$ cat src/rtl/tata_dmrf_pkg.sv
// Shared types for the dmrf operand controllers: load/exec FSM states and the latched exec command.
package tata_dmrf_pkg;

  localparam int unsigned DMRFY_EX_ADDR_W = 5;
  localparam int unsigned DMRFY_REPEAT_W  = 8;

  typedef enum logic {
    L_IDLE,
    L_ACTIVE
  } ld_state_e;

  typedef enum logic [1:0] {
    E_IDLE,
    E_WAIT,
    E_RUN
  } ex_state_e;

  typedef struct packed {
    logic [DMRFY_EX_ADDR_W-1:0] depth;
    logic [DMRFY_REPEAT_W-1:0]  reps;
  } dmrfy_ex_cmd_t;

endpackage

$ cat src/rtl/dmrfy_int8_pingpong_ctrl_if.sv
// Command, dmrf_y and TAPU-facing signals of the INT8 y-operand ping-pong controller.
interface dmrfy_int8_pingpong_ctrl_if #(
  parameter int unsigned LOAD_ADDR_WIDTH = 5,
  parameter int unsigned EXEC_ADDR_WIDTH = 5,
  parameter int unsigned REPEAT_WIDTH    = 8
);
  logic                       ld_cmd_valid;
  logic                       ld_cmd_ready;
  logic [LOAD_ADDR_WIDTH-1:0] ld_cmd_depth;
  logic [LOAD_ADDR_WIDTH-1:0] dmrfy_load_depth;
  logic                       dmrfy_load_tile_sel;
  logic                       dmrfy_load_active;
  logic                       dmrfy_load_done;
  logic                       ex_cmd_valid;
  logic                       ex_cmd_ready;
  logic [EXEC_ADDR_WIDTH-1:0] ex_cmd_depth;
  logic [REPEAT_WIDTH-1:0]    ex_cmd_repeat;
  logic [EXEC_ADDR_WIDTH-1:0] dmrfy_exec_addr;
  logic                       dmrfy_exec_tile_sel;
  logic                       exec_valid;
  logic                       exec_ready;
  logic                       exec_data_valid;
  logic                       exec_data_last;
  logic [1:0]                 tile_full;
  logic                       err_spurious_done;

  modport master (
    output ld_cmd_valid, ld_cmd_depth, dmrfy_load_done, ex_cmd_valid, ex_cmd_depth,
           ex_cmd_repeat, exec_ready,
    input  ld_cmd_ready, dmrfy_load_depth, dmrfy_load_tile_sel, dmrfy_load_active,
           ex_cmd_ready, dmrfy_exec_addr, dmrfy_exec_tile_sel, exec_valid, exec_data_valid,
           exec_data_last, tile_full, err_spurious_done
  );

  modport slave (
    input  ld_cmd_valid, ld_cmd_depth, dmrfy_load_done, ex_cmd_valid, ex_cmd_depth,
           ex_cmd_repeat, exec_ready,
    output ld_cmd_ready, dmrfy_load_depth, dmrfy_load_tile_sel, dmrfy_load_active,
           ex_cmd_ready, dmrfy_exec_addr, dmrfy_exec_tile_sel, exec_valid, exec_data_valid,
           exec_data_last, tile_full, err_spurious_done
  );
endinterface

$ cat src/rtl/fixed_lat_pipe.sv
// Fixed-latency shift register; not stallable, so downstream must sink at a fixed delay.
module fixed_lat_pipe #(
  parameter int unsigned WIDTH = 1,
  parameter int unsigned DEPTH = 2
) (
  input  logic             clk,
  input  logic             rst,
  input  logic [WIDTH-1:0] din,
  output logic [WIDTH-1:0] dout
);

  logic [WIDTH-1:0] stage_q [DEPTH];

  always_ff @(posedge clk) begin
    if (rst) begin
      for (int i = 0; i < DEPTH; i++) stage_q[i] <= '0;
    end else begin
      stage_q[0] <= din;
      for (int i = 1; i < DEPTH; i++) stage_q[i] <= stage_q[i-1];
    end
  end

  assign dout = stage_q[DEPTH-1];

endmodule

$ cat src/rtl/dmrfy_int8_pingpong_ctrl.sv
// INT8 double-buffer scheduler for dmrf_y: loads one tile while the other is swept for execution.
module dmrfy_int8_pingpong_ctrl
  import tata_dmrf_pkg::*;
#(
  parameter int unsigned LOAD_ADDR_WIDTH = 5,
  parameter int unsigned EXEC_ADDR_WIDTH = 5,
  parameter int unsigned REPEAT_WIDTH    = 8,
  parameter int unsigned EXEC_PIPE_LAT   = 2
) (
  input logic                      clk,
  input logic                      rst,
  dmrfy_int8_pingpong_ctrl_if.slave bus
);

  ld_state_e                  ld_state_q;
  ex_state_e                  ex_state_q;
  logic [1:0]                 full_q;
  logic                       ld_ptr_q;
  logic                       ex_ptr_q;
  logic [LOAD_ADDR_WIDTH-1:0] load_depth_q;
  dmrfy_ex_cmd_t              ex_cmd_q;
  logic [EXEC_ADDR_WIDTH-1:0] addr_q;
  logic [REPEAT_WIDTH-1:0]    rep_q;
  logic                       err_q;

  logic ld_accept, ld_done, ex_accept, fire, addr_wrap, exec_last;

  assign ld_accept = bus.ld_cmd_valid & bus.ld_cmd_ready;
  assign ld_done   = (ld_state_q == L_ACTIVE) & bus.dmrfy_load_done;
  assign ex_accept = bus.ex_cmd_valid & bus.ex_cmd_ready;
  assign fire      = bus.exec_valid & bus.exec_ready;
  assign addr_wrap = (addr_q == ex_cmd_q.depth);
  assign exec_last = fire & addr_wrap & (rep_q == ex_cmd_q.reps);

  always_ff @(posedge clk) begin
    if (rst) begin
      ld_state_q   <= L_IDLE;
      ex_state_q   <= E_IDLE;
      full_q       <= 2'b00;
      ld_ptr_q     <= 1'b0;
      ex_ptr_q     <= 1'b0;
      load_depth_q <= '0;
      ex_cmd_q     <= '0;
      addr_q       <= '0;
      rep_q        <= '0;
      err_q        <= 1'b0;
    end else begin
      unique case (ld_state_q)
        L_IDLE: begin
          if (ld_accept) begin
            load_depth_q <= bus.ld_cmd_depth;
            ld_state_q   <= L_ACTIVE;
          end
        end
        L_ACTIVE: begin
          if (bus.dmrfy_load_done) begin
            ld_ptr_q   <= ~ld_ptr_q;
            ld_state_q <= L_IDLE;
          end
        end
        default: ld_state_q <= L_IDLE;
      endcase

      if (bus.dmrfy_load_done && ld_state_q != L_ACTIVE) err_q <= 1'b1;

      unique case (ex_state_q)
        E_IDLE: begin
          if (ex_accept) begin
            ex_cmd_q   <= '{depth: bus.ex_cmd_depth, reps: bus.ex_cmd_repeat};
            addr_q     <= '0;
            rep_q      <= '0;
            ex_state_q <= E_WAIT;
          end
        end
        E_WAIT: begin
          if (full_q[ex_ptr_q]) ex_state_q <= E_RUN;
        end
        E_RUN: begin
          if (fire) begin
            if (addr_wrap) begin
              addr_q <= '0;
              if (exec_last) begin
                ex_ptr_q   <= ~ex_ptr_q;
                ex_state_q <= E_IDLE;
              end else begin
                rep_q <= rep_q + 1'b1;
              end
            end else begin
              addr_q <= addr_q + 1'b1;
            end
          end
        end
        default: ex_state_q <= E_IDLE;
      endcase

      // Set and clear always target different bits: load only fills empty, exec only drains full.
      if (ld_done)   full_q[ld_ptr_q] <= 1'b1;
      if (exec_last) full_q[ex_ptr_q] <= 1'b0;
    end
  end

  assign bus.ld_cmd_ready        = (ld_state_q == L_IDLE) & ~full_q[ld_ptr_q];
  assign bus.dmrfy_load_active   = (ld_state_q == L_ACTIVE);
  assign bus.dmrfy_load_tile_sel = (ld_state_q == L_ACTIVE) & ld_ptr_q;
  assign bus.dmrfy_load_depth    = load_depth_q;
  assign bus.ex_cmd_ready        = (ex_state_q == E_IDLE);
  assign bus.exec_valid          = (ex_state_q == E_RUN);
  assign bus.dmrfy_exec_addr     = addr_q;
  assign bus.dmrfy_exec_tile_sel = ex_ptr_q;
  assign bus.tile_full           = full_q;
  assign bus.err_spurious_done   = err_q;

  fixed_lat_pipe #(
    .WIDTH(2),
    .DEPTH(EXEC_PIPE_LAT)
  ) u_data_pipe (
    .clk (clk),
    .rst (rst),
    .din ({fire, exec_last}),
    .dout({bus.exec_data_valid, bus.exec_data_last})
  );

endmodule
$ cat src/flat_wrapper.sv
// flat-port wrapper written by rule: the top's interface ports become plain ports
module dmrfy_int8_pingpong_ctrl_flat import tata_dmrf_pkg::*;
#(
  parameter int unsigned LOAD_ADDR_WIDTH = 5,
  parameter int unsigned EXEC_ADDR_WIDTH = 5,
  parameter int unsigned REPEAT_WIDTH    = 8,
  parameter int unsigned EXEC_PIPE_LAT   = 2
)
  (clk, rst, bus_ld_cmd_valid, bus_ld_cmd_depth, bus_dmrfy_load_done, bus_ex_cmd_valid, bus_ex_cmd_depth, bus_ex_cmd_repeat, bus_exec_ready, bus_ld_cmd_ready, bus_dmrfy_load_depth, bus_dmrfy_load_tile_sel, bus_dmrfy_load_active, bus_ex_cmd_ready, bus_dmrfy_exec_addr, bus_dmrfy_exec_tile_sel, bus_exec_valid, bus_exec_data_valid, bus_exec_data_last, bus_tile_full, bus_err_spurious_done);
  dmrfy_int8_pingpong_ctrl_if #(.LOAD_ADDR_WIDTH(LOAD_ADDR_WIDTH), .EXEC_ADDR_WIDTH(EXEC_ADDR_WIDTH), .REPEAT_WIDTH(REPEAT_WIDTH)) bus_i ();
  input logic clk;
  input logic rst;
  input wire logic [$bits(bus_i.ld_cmd_valid)-1:0] bus_ld_cmd_valid;
  input wire logic [$bits(bus_i.ld_cmd_depth)-1:0] bus_ld_cmd_depth;
  input wire logic [$bits(bus_i.dmrfy_load_done)-1:0] bus_dmrfy_load_done;
  input wire logic [$bits(bus_i.ex_cmd_valid)-1:0] bus_ex_cmd_valid;
  input wire logic [$bits(bus_i.ex_cmd_depth)-1:0] bus_ex_cmd_depth;
  input wire logic [$bits(bus_i.ex_cmd_repeat)-1:0] bus_ex_cmd_repeat;
  input wire logic [$bits(bus_i.exec_ready)-1:0] bus_exec_ready;
  output wire logic [$bits(bus_i.ld_cmd_ready)-1:0] bus_ld_cmd_ready;
  output wire logic [$bits(bus_i.dmrfy_load_depth)-1:0] bus_dmrfy_load_depth;
  output wire logic [$bits(bus_i.dmrfy_load_tile_sel)-1:0] bus_dmrfy_load_tile_sel;
  output wire logic [$bits(bus_i.dmrfy_load_active)-1:0] bus_dmrfy_load_active;
  output wire logic [$bits(bus_i.ex_cmd_ready)-1:0] bus_ex_cmd_ready;
  output wire logic [$bits(bus_i.dmrfy_exec_addr)-1:0] bus_dmrfy_exec_addr;
  output wire logic [$bits(bus_i.dmrfy_exec_tile_sel)-1:0] bus_dmrfy_exec_tile_sel;
  output wire logic [$bits(bus_i.exec_valid)-1:0] bus_exec_valid;
  output wire logic [$bits(bus_i.exec_data_valid)-1:0] bus_exec_data_valid;
  output wire logic [$bits(bus_i.exec_data_last)-1:0] bus_exec_data_last;
  output wire logic [$bits(bus_i.tile_full)-1:0] bus_tile_full;
  output wire logic [$bits(bus_i.err_spurious_done)-1:0] bus_err_spurious_done;
  assign bus_i.ld_cmd_valid = bus_ld_cmd_valid;
  assign bus_i.ld_cmd_depth = bus_ld_cmd_depth;
  assign bus_i.dmrfy_load_done = bus_dmrfy_load_done;
  assign bus_i.ex_cmd_valid = bus_ex_cmd_valid;
  assign bus_i.ex_cmd_depth = bus_ex_cmd_depth;
  assign bus_i.ex_cmd_repeat = bus_ex_cmd_repeat;
  assign bus_i.exec_ready = bus_exec_ready;
  assign bus_ld_cmd_ready = bus_i.ld_cmd_ready;
  assign bus_dmrfy_load_depth = bus_i.dmrfy_load_depth;
  assign bus_dmrfy_load_tile_sel = bus_i.dmrfy_load_tile_sel;
  assign bus_dmrfy_load_active = bus_i.dmrfy_load_active;
  assign bus_ex_cmd_ready = bus_i.ex_cmd_ready;
  assign bus_dmrfy_exec_addr = bus_i.dmrfy_exec_addr;
  assign bus_dmrfy_exec_tile_sel = bus_i.dmrfy_exec_tile_sel;
  assign bus_exec_valid = bus_i.exec_valid;
  assign bus_exec_data_valid = bus_i.exec_data_valid;
  assign bus_exec_data_last = bus_i.exec_data_last;
  assign bus_tile_full = bus_i.tile_full;
  assign bus_err_spurious_done = bus_i.err_spurious_done;
  dmrfy_int8_pingpong_ctrl #(.LOAD_ADDR_WIDTH(LOAD_ADDR_WIDTH), .EXEC_ADDR_WIDTH(EXEC_ADDR_WIDTH), .REPEAT_WIDTH(REPEAT_WIDTH), .EXEC_PIPE_LAT(EXEC_PIPE_LAT)) u_core (.clk(clk), .rst(rst), .bus(bus_i));
endmodule
$ cat config.mk
export PLATFORM = sky130hd
export DESIGN_NAME = dmrfy_int8_pingpong_ctrl_flat
export DESIGN_NICKNAME = d
export VERILOG_FILES = /design/src/rtl/tata_dmrf_pkg.sv /design/src/rtl/dmrfy_int8_pingpong_ctrl_if.sv /design/src/rtl/fixed_lat_pipe.sv /design/src/rtl/dmrfy_int8_pingpong_ctrl.sv /design/src/flat_wrapper.sv
export SDC_FILE = /design/constraint.sdc
export NUM_CORES = 1
export LEC_CHECK = 0
export CORE_UTILIZATION = 44
export DETAILED_ROUTE_END_ITERATION = 8
export GPL_ROUTABILITY_DRIVEN = 0
export MAX_ROUTING_LAYER = met4
export PLACE_DENSITY = 0.75
export SLEW_MARGIN = 20
export SYNTH_ARGS = -nofsm -noshare
export SYNTH_HDL_FRONTEND = slang
export SYNTH_HIERARCHICAL = 1
export SYNTH_SLANG_ARGS = --single-unit
$ cat constraint.sdc
create_clock -name clk -period 1.7 [get_ports clk]
set_input_delay 0.17 -clock clk [delete_from_list [all_inputs] [get_ports clk]]
set_output_delay 0.17 -clock clk [all_outputs]
set_load 0.02 [all_outputs]
==> impl_metrics.py, run 1 <==
metrics = {
    "cts": {
        "hold_buffers": 0,
        "cts_buffer_depth": 2,
        "cts_tree": "yes",
        "cts-root-buf": "clkbuf_8",
        "htreeDepth": 2,
        "clk_pin_slew_ps": 90,
        "cts_setup_buffers": 0,
        "cts-buffers-inserted": 5,
        "clkLatencyLatePin_ps": 300,
        "cts_sinks": 43,
    },
    "critical_path": {
        "cp_slowest_cell": "or3_1",
        "cp_common_cell": "buf_4",
        "required_ps": 1940,
        "crit_buf_inv": 2,
        "worst_r2r_endpoint": "u_core/rep_q[1]",
        "critPathKind": "reg2reg",
        "cp-end-kind": "flop",
        "cp-start-kind": "flop",
        "critPathTopFamily": "simple AND/OR/NAND/NOR gates",
        "critPathMaxFanout": 8,
        "worstPathCellList": "xor2_2 -> nor3_4 -> buf_4 -> a31oi_1 -> buf_4 -> or3_1 -> a21oi_1",
        "worstPathArrival_ps": 1910,
        "slowest_delay_ps": 360,
        "r2r_slack_ps": 20,
        "cp-startpoint": "u_core/ex_cmd_q[11]",
        "r2r_cells": 7,
        "r2r_start": "u_core/ex_cmd_q[11]",
    },
    "worst_hold_path": {
        "hold_start": "bus_ex_cmd_depth[3]",
        "min_path_type": "in2reg",
        "holdPathStages": 3,
        "hold_end": "u_core/ex_cmd_q[11]",
    },
    "timing": {
        "fin_crit_sh": 0.987,
        "fin_worst_skew_ps": 13.6,
        "worstMarginPinSlew_ps": 444,
        "rsz0062_at_grt": "yes",
        "setup_viol": 0,
        "finalMaxSlewViolations": 0,
        "period_needed_ps": 1680,
        "achievable-frequency_ghz": 0.596,
        "hold_viol": 0,
        "relSlewSlack": 0.704,
        "worst_slack_ps": 22.1,
    },
    "floorplanning": {
        "core_area_um2": 4090,
        "ios": 45,
        "rows": 23,
        "die_h_um": 67.9,
        "die_area_um2": 4620,
        "start_util": 0.468,
        "fp.dieW_um": 67.9,
    },
    "drt": {
        "vias": 1713,
        "postRouteAntennaNets": 0,
        "wirelength_um": 4210,
        "dr.pass1.iters": 4,
        "wl_per_cell_um": 12.6,
        "vias_per_cell": 5.13,
        "drc": 0,
        "drt_iter0_drc": 108,
    },
    "power_and_ir_drop": {
        "power_density_nw_per_um2": 795,
        "p_int_mw": 1.57,
        "p_comb_frac": 0.176,
        "leakagePower_nw": 1.13,
        "power_switching_mw": 0.550,
        "seqPwrFrac": 0.511,
        "p_sw_frac": 0.260,
        "vdd_ir_drop_max_mv": 0.539,
        "power.share.clock": 0.313,
    },
    "global_route": {
        "antenna_found_initial": 0,
        "grt_pass1_wl_um": 6920,
        "grt_overflow": 0,
        "grtUsageTotal": 0.208,
        "grt_max_degree": 34,
        "grt_pass1_vias": 1522,
    },
    "placed_design": {
        "hpwlAfterDp_um": 3100,
        "dpl-instance-area_um2": 2550,
        "dp_cells": 326,
        "place_ws_ps": -125,
        "port_buffers": 44,
    },
    "yosys": {
        "yosysMostFrequentCell": "dfxtp_1",
        "synth.area.top_cells": "dfxtp_1 45%, xor2_1 7.3%, nand2_1 6.5%",
        "synthArstFlopShare": 0,
        "yosys_warnings": 6,
        "syn_nets": 246,
        "yosysSeqAreaShare": 0.450,
        "ys.flop_type": "dfxtp_1",
        "syn-cell-area_um2": 1910,
        "synthTopCellsByCount": "43 x dfxtp_1, 33 x nand2_1, 22 x nor2_1",
        "synth.avg_cell_area_um2": 8.70,
        "synth_seq_cells": 43,
        "syn_inst": 220,
        "synth_edf_count": 0,
        "synth_top_area_share": 0.450,
        "yosysTopAreaCell": "dfxtp_1",
        "yosysUniqueCellTypes": 37,
    },
    "job": {
        "max-cap-violations": 0,
    },
    "finish": {
        "antennaDiodeCount": 0,
        "layout-drive-gt1-share": 0.180,
        "syn2layout_area_growth_pct": 39.2,
        "design_area_um2": 2660,
        "fin_util": 0.652,
        "n_fill_cell": 340,
        "layout.nets": 309,
        "final_cells": 334,
    },
    "outcome": {
        "status": "complete, no violations",
    },
}
[layer usage]
| layer | vias up | wire length (µm) | share of wire | global-route usage |
|---|---|---|---|---|
| met2 | 47 | 1970 | 0.47 | 0.311 |
| met4 | 0 | 47 | 0.011 | 0.0885 |
| li1 | 879 | - | - | - |
| met3 | 7 | 257 | 0.061 | 0.0417 |
| met5 | - | 0 | 0 | - |
| met1 | 780 | 1930 | 0.46 | 0.270 |
[worst reg2reg max path, cell delays in order (launching register included)]
cell     delay, ps
dfxtp_2        340
xor2_2         180
nor3_4         200
buf_4          150
a31oi_1         60
buf_4          170
or3_1          360
a21oi_1        150
[area by class of cell]
cell class | count | area (µm²) | area share
Multi-Input combinational cell | 159 | 991 | 0.372
Sequential cell | 43 | 878 | 0.330
Timing Repair Buffer | 68 | 618 | 0.232
Clock buffer | 7 | 86.3 | 0.0324
Tap cell | 50 | 62.6 | 0.0235
Inverter | 6 | 22.5 | 0.00845
Clock inverter | 1 | 5.00 | 0.00188
[logic make-up (layout without fill, tap and decap cells)]
family,count (synthesis),after routing,share of synthesized area
AOI/OAI and AO/OA,36,36,0.119
xor gates and xnor gates,19,19,0.0870
adders and majority gates,2,2,0.0131
buffers and inverters,18,82,0.0471
DFF,43,43,0.450
muxes,9,9,0.0471
and+or+nand+nor,93,93,0.237
[power by group through the flow]
stage | Clock, mW | Sequential (mW) | Combinational, mW
floorplan | 0 | 1.12 | 0.170
global placement | 0 | 1.10 | 0.369
detailed placement | 0 | 1.10 | 0.372
CTS | 0.677 | 1.08 | 0.373
global route | 0.727 | 1.09 | 0.409
finish | 0.663 | 1.08 | 0.373
[what timing repair did]
item,CTS,global route
gates resized for setup,10,5
pin swaps,1,1
setup endpoints to repair,10,9
[placed cells by master, fill, tap and decap left out, types with 2 or more instances in the layout]
master / instances
nand3_1: 7
xor2_1: 14
a21oi_1: 18
nor2_1: 22
inv_1: 6
nor3_1: 4
nor4_1: 2
clkdlybuf4s50_1: 42
dlygate4sd2_1: 2
dfxtp_4: 2
and3_1: 3
nor2b_1: 5
ha_1: 2
o21ai_0: 2
clkbuf_8: 6
o311ai_1: 4
nand2b_1: 3
nand4_1: 5
dfxtp_2: 8
o221ai_1: 2
buf_4: 24
a31oi_1: 2
o31ai_1: 2
xnor2_1: 3
mux2i_1: 9
dfxtp_1: 33
xor2_2: 2
nand2_1: 33
[how the worst max path moves through the flow]
stage / endpoint / slack (ps) / cells after the start
3_5_place_dp: u_core/rep_q[5] / -130 / 4
3_3_place_gp: u_core/rep_q[2] / -50 / 7
2_1_floorplan: u_core/rep_q[3] / 20 / 6
5_1_grt: u_core/rep_q[1] / -80 / 7
4_1_cts: u_core/rep_q[1] / 10 / 7
6_report: u_core/rep_q[1] / 20 / 7
[stage by stage]
step	power (mW)	TNS, ps	hold slack (ps)
after floorplan	1.29	0	242
after global placement	1.47	-232	417
after detailed placement	1.48	-720	429
after CTS	2.13	0	412
after global routing	2.22	-427	438
final	2.12	0	402
[state kept, by name (all words and copies together), names as in the netlist, 2 cells and up]
signal	count
u_core/bus.dmrfy_load_depth	5
u_core/ex_cmd_q	13
u_core/bus.dmrfy_exec_addr	5
u_core/rep_q	8
u_core/bus.tile_full	2
u_core/u_data_pipe/stage_q	4
u_core/ex_state_q	2
(Power assumes the default switching activity.)
==> inputs of run 2 (changes only) <==
- CORE_UTILIZATION: 44 -> 31
- CTS_CLUSTER_DIAMETER: not set -> 150
- PLACE_DENSITY: 0.75 -> not set
==> impl_metrics.py, run 2 (synthesis gave the netlist of run 1 again) <==
metrics = {
    "timing": {
        "fin_worst_skew_ps": 8.49,
        "rsz0062_at_grt": "yes",
        "tns_ps": 0,
        "achievable-frequency_ghz": 0.591,
        "setup_viol": 0,
        "fin_crit_sh": 0.995,
        "relSlewSlack": 0.684,
        "hold_slack_ps": 407,
        "worstMarginPinSlew_ps": 473,
        "finalMaxSlewViolations": 0,
        "hold_viol": 0,
        "period_needed_ps": 1690,
    },
    "power_and_ir_drop": {
        "power_density_nw_per_um2": 803,
        "vdd_ir_drop_max_mv": 0.452,
        "power_mw": 2.30,
        "leakagePower_nw": 1.19,
    },
    "global_route": {
        "met2_usage": 0.225,
        "grt_pass1_wl_um": 7250,
        "grt_overflow": 0,
        "grt-busiest-layer": "met2",
        "grt_max_degree": 34,
        "antenna_found_initial": 0,
        "grt_pass1_vias": 1571,
        "grtUsageTotal": 0.151,
        "met3_usage": 0.0307,
        "met1_usage": 0.201,
    },
    "critical_path": {
        "critPathKind": "reg2reg",
        "cp_slowest_cell": "or4b_4",
        "r2r_slack_ps": 8,
        "slowest_delay_ps": 560,
        "critPathMaxFanout": 7,
        "worstPathCellList": "xor2_2 -> nor3_4 -> nand2_2 -> or4b_4 -> o31ai_2",
        "cp-end-kind": "flop",
        "required_ps": 1900,
        "worstPathArrival_ps": 1900,
        "r2r_cells": 5,
        "cp-start-kind": "flop",
    },
    "drt": {
        "wl_per_cell_um": 11.8,
        "vias": 1711,
        "wirelength_um": 4330,
        "drc": 0,
        "drt_iter0_drc": 50,
        "dr.pass1.iters": 4,
        "postRouteAntennaNets": 0,
        "vias_per_cell": 4.67,
    },
    "outcome": {
        "status": "complete, no violations",
    },
    "finish": {
        "antennaDiodeCount": 0,
        "top_register": "u_core/ex_cmd_q",
        "layout-drive-gt1-share": 0.261,
        "largest_reg_flops": 13,
        "n_fill_cell": 605,
        "layout.nets": 316,
        "layout_common_cells": "41 x clkdlybuf4s50_1, 33 x nand2_1, 29 x buf_4",
        "syn2layout_area_growth_pct": 50.0,
        "layout_commonest_cell": "clkdlybuf4s50_1",
        "fin_util": 0.485,
        "reg_top3": "u_core/ex_cmd_q: 13 flops, u_core/rep_q: 8 flops",
    },
    "floorplanning": {
        "rows": 28,
        "fp.dieW_um": 80.6,
        "ios": 45,
        "die_h_um": 80.6,
        "core_area_um2": 5920,
        "die_area_um2": 6490,
        "start_util": 0.323,
    },
    "cts": {
        "cts_buffer_depth": 2,
        "clkLatencyLatePin_ps": 300,
        "cts_tree": "yes",
        "cts-buffers-inserted": 5,
        "cts-root-buf": "clkbuf_8",
        "clk_pin_slew_ps": 90,
        "hold_buffers": 0,
        "htreeDepth": 2,
        "cts_sinks": 43,
    },
    "job": {
        "max-cap-violations": 0,
    },
    "worst_hold_path": {
        "min_path_type": "in2reg",
        "holdPathStages": 3,
    },
    "placed_design": {
        "hpwlAfterDp_um": 3170,
        "port_buffers": 44,
    },
}
## run 2: cell count changes in the layout (fill, tap and decap cells not counted), moves of 2 or more
cell and change:
buf_4 +5, dfxtp_1 -7, dfxtp_2 +6, o221ai_2 +2, o221ai_1 -2, xor2_1 -4
buf_6 +2, xor2_2 +4
## run 2: final cells by class
class | count | area, µm² | area share
Sequential cell | 43 | 890 | 0.310
Tap cell | 75 | 93.8 | 0.0327
Inverter | 6 | 22.5 | 0.00785
Multi-Input combinational cell | 159 | 1070 | 0.372
Timing Repair Buffer | 75 | 681 | 0.237
Clock inverter | 3 | 47.5 | 0.0166
Clock buffer | 5 | 68.8 | 0.0240
## run 2: power by group
part	leakage (nW)	total (mW)	switching (mW)	internal, mW
sequential	0.359	1.08	0.0350	1.05
clock	0.0587	0.813	0.368	0.445
combinational	0.773	0.409	0.194	0.215
total	1.19	2.30	0.597	1.71
## run 2: path summary, 6_finish.rpt
kind | startpoint | to
max reg2reg | u_core/bus.dmrfy_exec_addr[4] | u_core/rep_q[4]
min reg2reg | u_core/u_data_pipe/stage_q[0][0] | u_core/u_data_pipe/stage_q[0][2]
max | u_core/bus.dmrfy_exec_addr[4] | u_core/rep_q[4]
min | bus_ex_cmd_repeat[7] | u_core/ex_cmd_q[7]
## run 2: timing repair
| action | CTS | global route |
|---|---|---|
| pin swaps | 1 | 4 |
| endpoints found under the setup margin | 10 | 11 |
| setup buffers | 0 | 3 |
| gates resized for setup | 10 | 28 |
## run 2: per-stage QoR
step	cells	setup slack (ps)	instance area, µm²
2_1_floorplan	220	20.6	1940
3_3_place_gp	355	-81.2	2610
3_5_place_dp	355	-108	2610
4_1_cts	363	0.941	2760
5_1_grt	366	-48.0	2870
6_report	366	7.77	2870
## run 2: layer usage
metal / share of wire / wire (µm)
met5: 0 / 0
met4: 0.014 / 60
met3: 0.039 / 167
met2: 0.44 / 1910
met1: 0.51 / 2190
## run 2: worst max-delay path: cells and delay by family, from the launching register on
kind            cells  cell delay, ps
flops               1             340
xor+xnor            1             180
simple gates        3             860
compound gates      1             220
==> inputs of run 3 (changes only) <==
- RECOVER_POWER: not set -> 50
- SYNTH_HIERARCHICAL: 1 -> not set
==> impl_metrics.py, run 3 <==
metrics = {
    "timing": {
        "fin_crit_sh": 0.968,
        "hold_viol": 0,
        "fin_worst_skew_ps": 5.83,
        "worstMarginPinSlew_ps": 337,
        "relSlewSlack": 0.775,
        "hold_slack_ps": 422,
        "worst_slack_ps": 54.2,
        "rsz0062_at_grt": "yes",
        "tns_ps": 0,
        "finalMaxSlewViolations": 0,
        "setup_viol": 0,
        "period_needed_ps": 1650,
        "achievable-frequency_ghz": 0.608,
    },
    "cts": {
        "cts_buffer_depth": 2,
        "cts-buffers-inserted": 5,
        "cts_tree": "yes",
        "clkLatencyLatePin_ps": 300,
        "clk_pin_slew_ps": 80,
        "cts_sinks": 43,
        "cts-root-buf": "clkbuf_8",
        "htreeDepth": 2,
    },
    "global_route": {
        "grt_pass1_vias": 1495,
        "grtUsageTotal": 0.146,
        "met2_usage": 0.238,
        "grt_pass1_wl_um": 6870,
        "met3_usage": 0.0307,
        "grt-busiest-layer": "met2",
        "antenna_found_initial": 0,
        "grt_overflow": 0,
        "met1_usage": 0.169,
        "grt_max_degree": 25,
    },
    "yosys": {
        "syn-cell-area_um2": 1900,
        "syn_nets": 236,
        "synth.area.top_cells": "dfxtp_1 45%, nand2_1 7.1%, xor2_1 6.5%",
        "syn_inst": 210,
        "ys.flop_type": "dfxtp_1",
        "synth_top_area_share": 0.454,
        "synth_seq_cells": 43,
        "yosys_warnings": 0,
        "yosysTopAreaCell": "dfxtp_1",
        "synthArstFlopShare": 0,
        "yosysMostFrequentCell": "dfxtp_1",
        "synthTopCellsByCount": "43 x dfxtp_1, 36 x nand2_1, 25 x nor2_1",
        "synth.avg_cell_area_um2": 9.04,
        "yosysSeqAreaShare": 0.454,
        "yosysUniqueCellTypes": 33,
        "synth_edf_count": 0,
    },
    "worst_hold_path": {
        "holdPathStages": 3,
        "min_path_type": "in2reg",
    },
    "finish": {
        "layout_commonest_cell": "clkdlybuf4s50_1",
        "layout.nets": 302,
        "layout_common_cells": "41 x clkdlybuf4s50_1, 36 x nand2_1, 33 x dfxtp_1",
        "largest_reg_flops": 13,
        "layout-drive-gt1-share": 0.213,
        "top_register": "u_core.ex_cmd_q",
        "reg_top3": "u_core.ex_cmd_q: 13 flops, u_core.rep_q: 8 flops",
        "antennaDiodeCount": 0,
        "syn2layout_area_growth_pct": 47.7,
    },
    "critical_path": {
        "critPathKind": "reg2reg",
        "worstPathCellList": "xor2_2 -> or3_4 -> a211oi_4 -> nand4_1 -> mux2i_1",
        "critPathTopFamily": "simple AND/OR/NAND/NOR gates",
        "worstPathArrival_ps": 1840,
        "cp-end-kind": "flop",
        "cp_slowest_cell": "or3_4",
        "crit_buf_inv": 0,
        "crit_end": "u_core.rep_q[7]",
        "critPathMaxFanout": 6,
        "cp-startpoint": "u_core.bus.dmrfy_exec_addr[1]",
        "cp-start-kind": "flop",
        "required_ps": 1890,
        "r2r_slack_ps": 50,
        "r2r_start": "u_core.bus.dmrfy_exec_addr[1]",
        "worst-path-stages": 5,
        "slowest_delay_ps": 410,
        "worst_r2r_endpoint": "u_core.rep_q[7]",
        "r2r_cells": 5,
    },
    "power_and_ir_drop": {
        "power_density_nw_per_um2": 866,
        "p_int_mw": 1.85,
        "power_switching_mw": 0.581,
        "p_comb_frac": 0.166,
        "vdd_ir_drop_max_mv": 0.387,
        "power.share.clock": 0.387,
        "seqPwrFrac": 0.447,
        "p_sw_frac": 0.240,
        "leakagePower_nw": 1.13,
    },
    "job": {
        "max-cap-violations": 0,
    },
    "floorplanning": {
        "die_area_um2": 6440,
        "die_h_um": 80.3,
        "fp.dieW_um": 80.3,
        "rows": 28,
        "start_util": 0.321,
        "core_area_um2": 5920,
        "ios": 45,
    },
    "placed_design": {
        "hpwlAfterDp_um": 3090,
        "port_buffers": 44,
        "place_ws_ps": -270,
    },
    "drt": {
        "wirelength_um": 4150,
        "drt_iter0_drc": 64,
        "vias": 1582,
        "vias_per_cell": 4.49,
        "wl_per_cell_um": 11.8,
        "drc": 0,
        "dr.pass1.iters": 4,
        "postRouteAntennaNets": 0,
    },
    "outcome": {
        "status": "complete, no violations",
    },
}
==> run 3: cell types whose count changed after synthesis, sizes merged, moves of 3 or more <==
cell and delta:
nand3 -4, o311ai -4, o31ai -3, nor2 +3
buf -4, o21ai -3, xnor2 +4
==> run 3: worst min path at each step <==
stage	start	to	slack [ps]
floorplan	bus_ex_cmd_repeat[0]	u_core.ex_cmd_q[0]	310
global placement	u_core.u_data_pipe.stage_q[0][0]	u_core.u_data_pipe.stage_q[0][2]	420
detailed placement	u_core.u_data_pipe.stage_q[0][0]	u_core.u_data_pipe.stage_q[0][2]	430
CTS	bus_ex_cmd_repeat[2]	u_core.ex_cmd_q[2]	420
global route	bus_ex_cmd_repeat[6]	u_core.ex_cmd_q[6]	430
finish	bus_ex_cmd_repeat[3]	u_core.ex_cmd_q[3]	420
==> run 3: logic make-up (layout without fill, tap and decap cells) <==
| family | Yosys count | in the layout | synth area share |
|---|---|---|---|
| AOI/OAI and AO/OA | 30 | 30 | 0.113 |
| xor gates and xnor gates | 21 | 21 | 0.0969 |
| adders and majority gates | 2 | 2 | 0.0132 |
| buffers and inverters | 11 | 78 | 0.0218 |
| DFF | 43 | 43 | 0.454 |
| muxes | 11 | 11 | 0.0580 |
| and+or+nand+nor | 92 | 92 | 0.243 |
==> run 3: layout make-up <==
type | instances | area (µm²)
Fill cell | 581 | 3120
Multi-Input combinational cell | 156 | 1070
Sequential cell | 43 | 873
Timing Repair Buffer | 66 | 614
Tap cell | 75 | 93.8
Clock buffer | 6 | 72.6
Clock inverter | 2 | 60.1
Inverter | 4 | 15.0
==> run 3: power groups by stage <==
| stage | combinational, mW | sequential [mW] | clock, mW |
|---|---|---|---|
| global placement | 0.395 | 1.10 | 0 |
| CTS | 0.396 | 1.08 | 0.967 |
| finish | 0.402 | 1.08 | 0.940 |
| global route | 0.439 | 1.09 | 0.993 |
| detailed placement | 0.398 | 1.10 | 0 |
| floorplan | 0.188 | 1.12 | 0 |
==> run 3: routing by layer <==
| metal | up-vias | part of all wire | wire [µm] |
|---|---|---|---|
| li1 | 830 | - | - |
| met1 | 725 | 0.45 | 1860 |
| met4 | 0 | 0.021 | 87 |
| met3 | 4 | 0.032 | 134 |
| met2 | 23 | 0.50 | 2080 |
| met5 | - | 0 | 0 |
==> run 3: per-stage QoR <==
step	instance area [µm²]	utilization	std cells	power (mW)
3_5_place_dp	2580	0.435	342	1.50
4_1_cts	2710	0.457	350	2.44
6_report	2800	0.473	352	2.43
3_3_place_gp	2580	0.435	342	1.50
2_1_floorplan	1910	-	210	1.31
5_1_grt	2800	0.473	352	2.52
==> run 3: worst min-delay path: cells and delay by family <==
| family | cells | cell delay (ps) |
|---|---|---|
| compound gates | 1 | 50 |
| simple gates | 1 | 60 |
| buf+inv | 1 | 400 |
==> run 3: repair_timing <==
action,in CTS,in global routing
hold buffers,0,0
pin swaps,0,4
setup buffers,0,2
gates resized for setup,3,18
setup endpoints to repair,3,10
